==> config.mk <==
export PLATFORM = sky130hd
export DESIGN_NAME = alu_mul_sequencer_flat
export DESIGN_NICKNAME = d
export VERILOG_FILES = /design/src/rtl/alu_pkg.sv /design/src/rtl/alu_mul_sequencer_if.sv /design/src/rtl/alu_port_mux.sv /design/src/rtl/alu_mul_sequencer.sv /design/src/flat_wrapper.sv
export SDC_FILE = /design/constraint.sdc
export NUM_CORES = 1
export LEC_CHECK = 0
export ABC_AREA = 1
export BUFFER_PORTS_ARGS = -buffer_cell sky130_fd_sc_hd__buf_2
export CAP_MARGIN = 10
export CORE_MARGIN = 3
export CORE_UTILIZATION = 35
export DETAILED_ROUTE_END_ITERATION = 7
export PLACE_DENSITY_LB_ADDON = 0.12
export SYNTH_ARGS = -nofsm -noshare
export SYNTH_HDL_FRONTEND = slang
export SYNTH_SLANG_ARGS = --single-unit
==> constraint.sdc <==
create_clock -name clk -period 9.3 [get_ports clk]
set_input_delay 1.86 -clock clk [delete_from_list [all_inputs] [get_ports clk]]
set_output_delay 1.86 -clock clk [all_outputs]
set_load 0.01 [all_outputs]
==> src/rtl/alu_pkg.sv <==
// Shared ALU definitions: opcodes, multiply-sequencer states and default datapath width.
package alu_pkg;

    localparam int N_DEFAULT = 32;

    typedef enum logic [2:0] {
        ALU_ADD = 3'b000,
        ALU_SUB = 3'b001,
        ALU_AND = 3'b010,
        ALU_OR  = 3'b011,
        ALU_XOR = 3'b100,
        ALU_SLT = 3'b101
    } alu_op_e;

    typedef enum logic [1:0] {
        IDLE = 2'd0,
        RUN  = 2'd1,
        DONE = 2'd2
    } seq_state_e;

endpackage

==> src/rtl/alu_mul_sequencer_if.sv <==
// EX-stage side and ALU side signals of the multiply sequencer.
import alu_pkg::*;

interface alu_mul_sequencer_if #(
    parameter int N = N_DEFAULT
);
    logic [2:0]   ex_ctrl;
    logic [N-1:0] ex_a;
    logic [N-1:0] ex_b;
    logic         mul_start;
    logic [N-1:0] alu_w;
    logic [2:0]   alu_ctrl;
    logic [N-1:0] alu_a;
    logic [N-1:0] alu_b;
    logic         stall;
    logic         mul_done;
    logic [N-1:0] mul_result;

    modport master (
        output ex_ctrl, ex_a, ex_b, mul_start, alu_w,
        input  alu_ctrl, alu_a, alu_b, stall, mul_done, mul_result
    );

    modport slave (
        input  ex_ctrl, ex_a, ex_b, mul_start, alu_w,
        output alu_ctrl, alu_a, alu_b, stall, mul_done, mul_result
    );
endinterface

==> src/rtl/alu_port_mux.sv <==
// Selects what drives the ALU: the EX-stage request or the multiply sequencer's ADD.
import alu_pkg::*;

module alu_port_mux #(
    parameter int N = N_DEFAULT
) (
    input  logic         sel_seq,
    input  logic [2:0]   ex_ctrl,
    input  logic [N-1:0] ex_a,
    input  logic [N-1:0] ex_b,
    input  logic [N-1:0] seq_a,
    input  logic [N-1:0] seq_b,
    output logic [2:0]   alu_ctrl,
    output logic [N-1:0] alu_a,
    output logic [N-1:0] alu_b
);
    always_comb begin
        if (sel_seq) begin
            alu_ctrl = ALU_ADD;
            alu_a    = seq_a;
            alu_b    = seq_b;
        end else begin
            alu_ctrl = ex_ctrl;
            alu_a    = ex_a;
            alu_b    = ex_b;
        end
    end
endmodule

==> src/rtl/alu_mul_sequencer.sv <==
// Borrows the EX-stage ALU to run a shift-add 32-bit multiply (low product word).
//   state | meaning
//   IDLE  | ALU pass-through; mul_start latches operands
//   RUN   | one ADD per cycle, pipeline stalled
//   DONE  | mul_done pulse, mul_result valid
import alu_pkg::*;

module alu_mul_sequencer #(
    parameter int N     = N_DEFAULT,
    parameter int CNT_W = $clog2(N)
) (
    input  logic clk,
    input  logic rst,
    alu_mul_sequencer_if.slave bus
);
    seq_state_e       state_q, state_d;
    logic [N-1:0]     acc, mcand, mplier, mul_result_q;
    logic [CNT_W-1:0] cnt;
    logic             stall_c;

    always_ff @(posedge clk or posedge rst) begin
        if (rst) state_q <= IDLE;
        else     state_q <= state_d;
    end

    always_comb begin
        state_d = state_q;
        stall_c = 1'b0;
        case (state_q)
            IDLE: begin
                stall_c = bus.mul_start;
                if (bus.mul_start) state_d = (bus.ex_b == '0) ? DONE : RUN;
            end
            RUN: begin
                stall_c = 1'b1;
                // Stop once no multiplier bits remain, or after the last bit position.
                if ((mplier >> 1) == '0 || cnt == CNT_W'(N - 1)) state_d = DONE;
            end
            DONE:    state_d = IDLE;
            default: state_d = IDLE;
        endcase
    end

    always_ff @(posedge clk or posedge rst) begin
        if (rst) begin
            acc          <= '0;
            mcand        <= '0;
            mplier       <= '0;
            cnt          <= '0;
            mul_result_q <= '0;
        end else begin
            case (state_q)
                IDLE: if (bus.mul_start) begin
                    mcand  <= bus.ex_a;
                    mplier <= bus.ex_b;
                    acc    <= '0;
                    cnt    <= '0;
                    if (bus.ex_b == '0) mul_result_q <= '0;
                end
                RUN: begin
                    acc    <= bus.alu_w;
                    mcand  <= mcand << 1;
                    mplier <= mplier >> 1;
                    cnt    <= cnt + CNT_W'(1);
                    // The final sum arrives on the ALU this cycle; capture it on the way into DONE.
                    if (state_d == DONE) mul_result_q <= bus.alu_w;
                end
                default: ;
            endcase
        end
    end

    assign bus.stall      = stall_c & ~rst;
    assign bus.mul_done   = (state_q == DONE);
    assign bus.mul_result = mul_result_q;

    alu_port_mux #(.N(N)) u_mux (
        .sel_seq  (state_q == RUN),
        .ex_ctrl  (bus.ex_ctrl),
        .ex_a     (bus.ex_a),
        .ex_b     (bus.ex_b),
        .seq_a    (acc),
        .seq_b    (mplier[0] ? mcand : '0),
        .alu_ctrl (bus.alu_ctrl),
        .alu_a    (bus.alu_a),
        .alu_b    (bus.alu_b)
    );
endmodule

==> src/flat_wrapper.sv <==
// flat-port wrapper written by rule: the top's interface ports become plain ports
module alu_mul_sequencer_flat 
#(
    parameter int N     = N_DEFAULT,
    parameter int CNT_W = $clog2(N)
)
  (clk, rst, bus_ex_ctrl, bus_ex_a, bus_ex_b, bus_mul_start, bus_alu_w, bus_alu_ctrl, bus_alu_a, bus_alu_b, bus_stall, bus_mul_done, bus_mul_result);
  alu_mul_sequencer_if #(.N(N)) bus_i ();
  input  logic clk;
  input  logic rst;
  input wire logic [$bits(bus_i.ex_ctrl)-1:0] bus_ex_ctrl;
  input wire logic [$bits(bus_i.ex_a)-1:0] bus_ex_a;
  input wire logic [$bits(bus_i.ex_b)-1:0] bus_ex_b;
  input wire logic [$bits(bus_i.mul_start)-1:0] bus_mul_start;
  input wire logic [$bits(bus_i.alu_w)-1:0] bus_alu_w;
  output wire logic [$bits(bus_i.alu_ctrl)-1:0] bus_alu_ctrl;
  output wire logic [$bits(bus_i.alu_a)-1:0] bus_alu_a;
  output wire logic [$bits(bus_i.alu_b)-1:0] bus_alu_b;
  output wire logic [$bits(bus_i.stall)-1:0] bus_stall;
  output wire logic [$bits(bus_i.mul_done)-1:0] bus_mul_done;
  output wire logic [$bits(bus_i.mul_result)-1:0] bus_mul_result;
  assign bus_i.ex_ctrl = bus_ex_ctrl;
  assign bus_i.ex_a = bus_ex_a;
  assign bus_i.ex_b = bus_ex_b;
  assign bus_i.mul_start = bus_mul_start;
  assign bus_i.alu_w = bus_alu_w;
  assign bus_alu_ctrl = bus_i.alu_ctrl;
  assign bus_alu_a = bus_i.alu_a;
  assign bus_alu_b = bus_i.alu_b;
  assign bus_stall = bus_i.stall;
  assign bus_mul_done = bus_i.mul_done;
  assign bus_mul_result = bus_i.mul_result;
  alu_mul_sequencer #(.N(N), .CNT_W(CNT_W)) u_core (.clk(clk), .rst(rst), .bus(bus_i));
endmodule
-- After elaboration in Yosys (flattened, before gate mapping)
Index checks and enable logic that the tools add are counted.
- word-level logic and storage cells: 44
- output and inout bits: 101
- flip-flop bits (word level): 135
- input bits: 102
- mux-type cells: 21
- equality and inequality tests: 7
- bitwise logic cells: 2
- reduce and logical (&&, ||, !) cells: 7
- $add $sub $neg: 1
- operator list (operator ; count):
    $mux 32 ; 9
    $pmux 32 s2 ; 4
    $logic_not 32->1 ; 2
    $pmux 5 s2 ; 1
    $mux 2 ; 3
    $add 5x1->5 const B ; 1
    $eq 5x5->1 const B ; 1
    $mux 5 ; 1
    $eq 2x2->1 const B ; 2
    $ne 2x1->1 const B ; 2
    $pmux 2 s2 ; 1
    $reduce_and 4->1 ; 1
    $mux 3 ; 1
    $eq 2x1->1 const B ; 1
    $logic_not 2->1 ; 1
    $ne 2x2->1 const B ; 1
    $pmux 1 s2 ; 1
    $reduce_and 2->1 ; 1
    $reduce_bool 2->1 ; 1
    $and 1x1->1 ; 1
    $logic_or 1x1->1 ; 1
    $not 1->1 ; 1

-- Longest topological paths before layout
- depth after elaboration: 7
- mapped depth: 10
- mapped depth without buffers: 9

-- Hierarchy
From an unflattened synthesis, not the netlist that was laid out.
- cell total of the unflattened synthesis: 869
- area, all modules: 6816.5 sq um
- modules (own cells, without submodules) (module ; cells an instance ; area each (sq um) ; instances ; seq. area each (sq um)):
    alu_mul_sequencer ; 656 ; 5955.7 ; 1 ; 3378.2
    alu_port_mux ; 213 ; 860.8 ; 1 ; 0.0

-- Worst setup path after synthesis
Ideal clock, no wire load.
- path type: input to output
- start: input bus_mul_start
- end: output bus_stall
- buffers on the path: 2
- stages on the path: 6
- required time: 7.440 ns
- arrival: 2.558 ns
- path slack: 4.882 ns
- cells stage by stage: nand2_2 nand2_4 inv_2 buf_6 buf_2 nor2_1
- word-level cells in the longest chain between the ends: 2
- ends and longest elaborated chain (element ; RTL line ; source):
    start, declared ; flat_wrapper.sv:14 ; input wire logic [$bits(bus_i.mul_start)-1:0] bus_mul_start;
    $pmux 1 s2 ; alu_mul_sequencer.sv:29 ; case (state_q)
    $and 1x1->1 ; alu_mul_sequencer.sv:73 ; assign bus.stall = stall_c & ~rst;
    end, declared ; flat_wrapper.sv:19 ; output wire logic [$bits(bus_i.stall)-1:0] bus_stall;
No other way between the ends.

-- Worst setup path after layout
- start: register u_core.state_q[1]
- end: output bus_alu_b[1]
- word-level cells in the longest chain between the ends: 2
- ends and longest elaborated chain (element ; RTL line ; source):
    start, declared ; alu_mul_sequencer.sv:16 ; seq_state_e state_q, state_d;
    start signal, assigned ; alu_mul_sequencer.sv:23 ; else state_q <= state_d;
    $eq 2x1->1 ; alu_mul_sequencer.sv:78 ; .sel_seq (state_q == RUN),
    $mux 32 ; alu_port_mux.sv:18 ; if (sel_seq) begin
    end, declared ; flat_wrapper.sv:18 ; output wire logic [$bits(bus_i.alu_b)-1:0] bus_alu_b;
No other way between the ends.

==> out/summary.json <==
{
  "power_switching_mw": 1.125,
  "grt_overflow": 0,
  "multi_input_comb_area_um2": 2546,
  "filler_cell_count": 1865,
  "critical_path_data_arrival_time_ps": 3180,
  "cp_data_required_time_ps": 7440,
  "place_congestion": 0.7963,
  "floorplan.core_area_um2": 18150,
  "global_route.usage.total_pct": 21.26,
  "clock_power_share_pct": 26.0,
  "count_of_cells_resized_by_post_cts_repair": 0,
  "synth_fp_nets": 877,
  "synth.distinct_cells": 25,
  "tightest_slew_margin_relative_to_the_limit_pct": 27.22,
  "grt_pass1_wl_um": 33690,
  "syn_inst": 773,
  "route.final.wire_length_um": 21120,
  "syn_to_final_growth_pct": 25.86,
  "yosys_warnings": 0,
  "max_clock_freq_ghz": 0.1982,
  "insertedDiodeCount": 0,
  "effective_utilization_at_floorplan_pct": 35.89,
  "setup_viol": 0,
  "sequentialPowerShare_pct": 34.6,
  "detail_route.drc_violations": 0,
  "die_area_um2": 20280,
  "num-nets-final": 1047,
  "clk_pin_slew_ps": 60,
  "post-route-min-period_ps": 5045,
  "worstSetupPathType": "register to primary output",
  "vias": 6159,
  "peakVddDrop_mv": 0.1573,
  "layout_setup_ws_ps": 4255,
  "antenna_violating_nets_post_route": 0,
  "die_width_um": 142.4,
  "ys_top_cells_by_area": "sky130_fd_sc_hd__dfrtp_1, sky130_fd_sc_hd__nand2_1, sky130_fd_sc_hd__o21ai_0",
  "final_layout_size_suffix_gt1_share_pct": 26.15,
  "setup_bufs_post_cts": 0,
  "p_comb_share_pct": 39.4,
  "clock_insertion_delay_worst_skew_ps": 430,
  "crit_path_end_kind": "primary output",
  "clock_path_buffers": 2,
  "antenna_found_initial": 0,
  "max_slew.worst_pin.slew_ps": 1090,
  "sequential_cell_area_um2": 3378,
  "die_y_um": 142.4,
  "outcome": "completed",
  "yosysSeqAreaShare_pct": 51.87,
  "internal_power_mw": 1.757,
  "clock_sinks": 135,
  "netlist.area_leader.share_pct": 51.87,
  "grt_setup_unrepaired": "no",
  "layout_common_cells": "sky130_fd_sc_hd__nand2_1, sky130_fd_sc_hd__buf_2, sky130_fd_sc_hd__dfrtp_1, sky130_fd_sc_hd__o21ai_0, sky130_fd_sc_hd__inv_1",
  "critical_path_source_type": "register",
  "detailedRoute.firstIterationViolations": 475,
  "dp_slack_ps": 4394,
  "detail_route.vias_per_cell": 5.197,
  "port-buffer-count": 202,
  "ios": 203,
  "path_max_fanout": 74,
  "detailed_place_hpwl_um": 14820,
  "grt_max_degree": 98,
  "numCtsBuffers": 17,
  "cellLeakagePower_nw": 4.284,
  "hold_viol_final": 0,
  "final-max-slew-violation-count": 0,
  "maxCapViolations": 0,
  "htreeDepth": 4,
  "post_synth_instance_area_um2": 6512,
  "drt_first_pass_iters": 5,
  "fin_crit_sh_pct": 54.24,
  "finalSetupTns_ps": 0,
  "ff2ff_setup_slack_ps": 6240,
  "worst_hold_path_type": "register to register",
  "synth.avg_cell_area_um2": 8.425,
  "synth-seq-cells": 135,
  "first_global_vias": 5997,
  "power_density_nw_per_um2": 351.6,
  "holdBufCountCts": 0,
  "cts_tree": "done",
  "final_common_cell": "sky130_fd_sc_hd__nand2_1",
  "clock_skew_ps": 10.88,
  "p_sw_share_pct": 39.03,
  "clockRootBuffer": "sky130_fd_sc_hd__clkbuf_16",
  "post_drt_wl_per_cell_um": 17.83,
  "rows": 49,
  "synthDominantAreaCellType": "sky130_fd_sc_hd__dfrtp_1"
}
==> critical path, cell delays in order (launching register included) <==
cell and delay (ps):
sky130_fd_sc_hd__dfrtp_1 380, sky130_fd_sc_hd__inv_2 440, sky130_fd_sc_hd__nand2_2 140, sky130_fd_sc_hd__inv_4 450, sky130_fd_sc_hd__buf_4 670, sky130_fd_sc_hd__nand2_1 260
sky130_fd_sc_hd__o22ai_1 170, sky130_fd_sc_hd__buf_2 170
==> area by class of cell <==
type | count | area share [%]
Inverter | 71 | 3.343
Clock inverter | 12 | 2.427
Multi-Input combinational cell | 510 | 31.06
Clock buffer | 20 | 5.572
Tap cell | 229 | 3.496
Timing Repair Buffer | 208 | 12.88
Sequential cell | 135 | 41.22
==> through the flow <==
| stage | util, % | cells | hold WS, ps | area [µm²] | total power [mW] |
|---|---|---|---|---|---|
| after global placement | 41.55 | 1153 | 476.7 | 7541 | 2.142 |
| after detailed placement | 41.55 | 1153 | 475.3 | 7541 | 2.147 |
| final | 45.17 | 1185 | 486.5 | 8197 | 2.882 |
| after floorplan | - | 773 | 453.4 | 6513 | 1.730 |
| after global routing | 45.17 | 1185 | 508.0 | 8197 | 3.109 |
| after CTS | 45.17 | 1185 | 489.7 | 8197 | 2.913 |
==> cell usage after synthesis (all sizes together) <==
cell type / count
a22o: 2
a21oi: 1
nand3: 40
nor2: 39
clkbuf: 26
nand2: 208
a22oi: 30
dfrtp: 135
xor2: 1
o211ai: 31
o21ai: 92
buf: 31
inv: 71
ha: 2
o22ai: 29
nand4: 34
o221ai: 1
==> registers in the layout, summed over array words and instances (netlist names) <==
register and flops:
u_core.acc 32, u_core.bus.mul_result 32, u_core.mcand 32, u_core.mplier 32, u_core.cnt 5, u_core.state_q 2
==> routing by layer <==
layer	global-route usage (%)	vias to the layer above	part of all wire, %
met5	0	-	0
met4	6.403	0	1.9
met3	4.435	31	5.5
met1	33.21	2940	50
met2	29.39	203	43
li1	-	2985	-
==> path summary, 6_finish.rpt <==
kind,startpoint,cells past startpoint,endpoint
min in group asynchronous,rst,2,u_core.mcand[16]
worst min register to register,u_core.mcand[0],2,u_core.mcand[0]
worst max-delay path,u_core.state_q[1],7,bus_alu_b[1]
worst max register to register,u_core.state_q[1],8,u_core.mplier[9]
max in group asynchronous,rst,3,u_core.acc[0]
worst min-delay path,u_core.mcand[0],2,u_core.mcand[0]
==> power by group through the flow <==
stage / combinational [mW] / sequential [mW] / clock, mW
CTS: 1.15 / 0.996 / 0.766
detailed placement: 1.15 / 1.00 / 0
finish: 1.14 / 0.998 / 0.749
global route: 1.28 / 1.03 / 0.795
global placement: 1.14 / 1.00 / 0
floorplan: 0.734 / 0.996 / 0
==> kinds of logic (layout without fill, tap and decap cells) <==
kind of cell	count (synthesis)	after routing	synth area share [%]
AND/OR/NAND/NOR	321	321	20.88
XOR/XNOR	1	1	0.1345
flip-flops	135	135	51.87
buffers and inverters	128	311	9.030
adder cells (fa/ha/maj)	2	2	0.3842
AO/OA/AOI/OAI	186	186	17.69
Note: power is estimated with default switching activity, not from simulation.
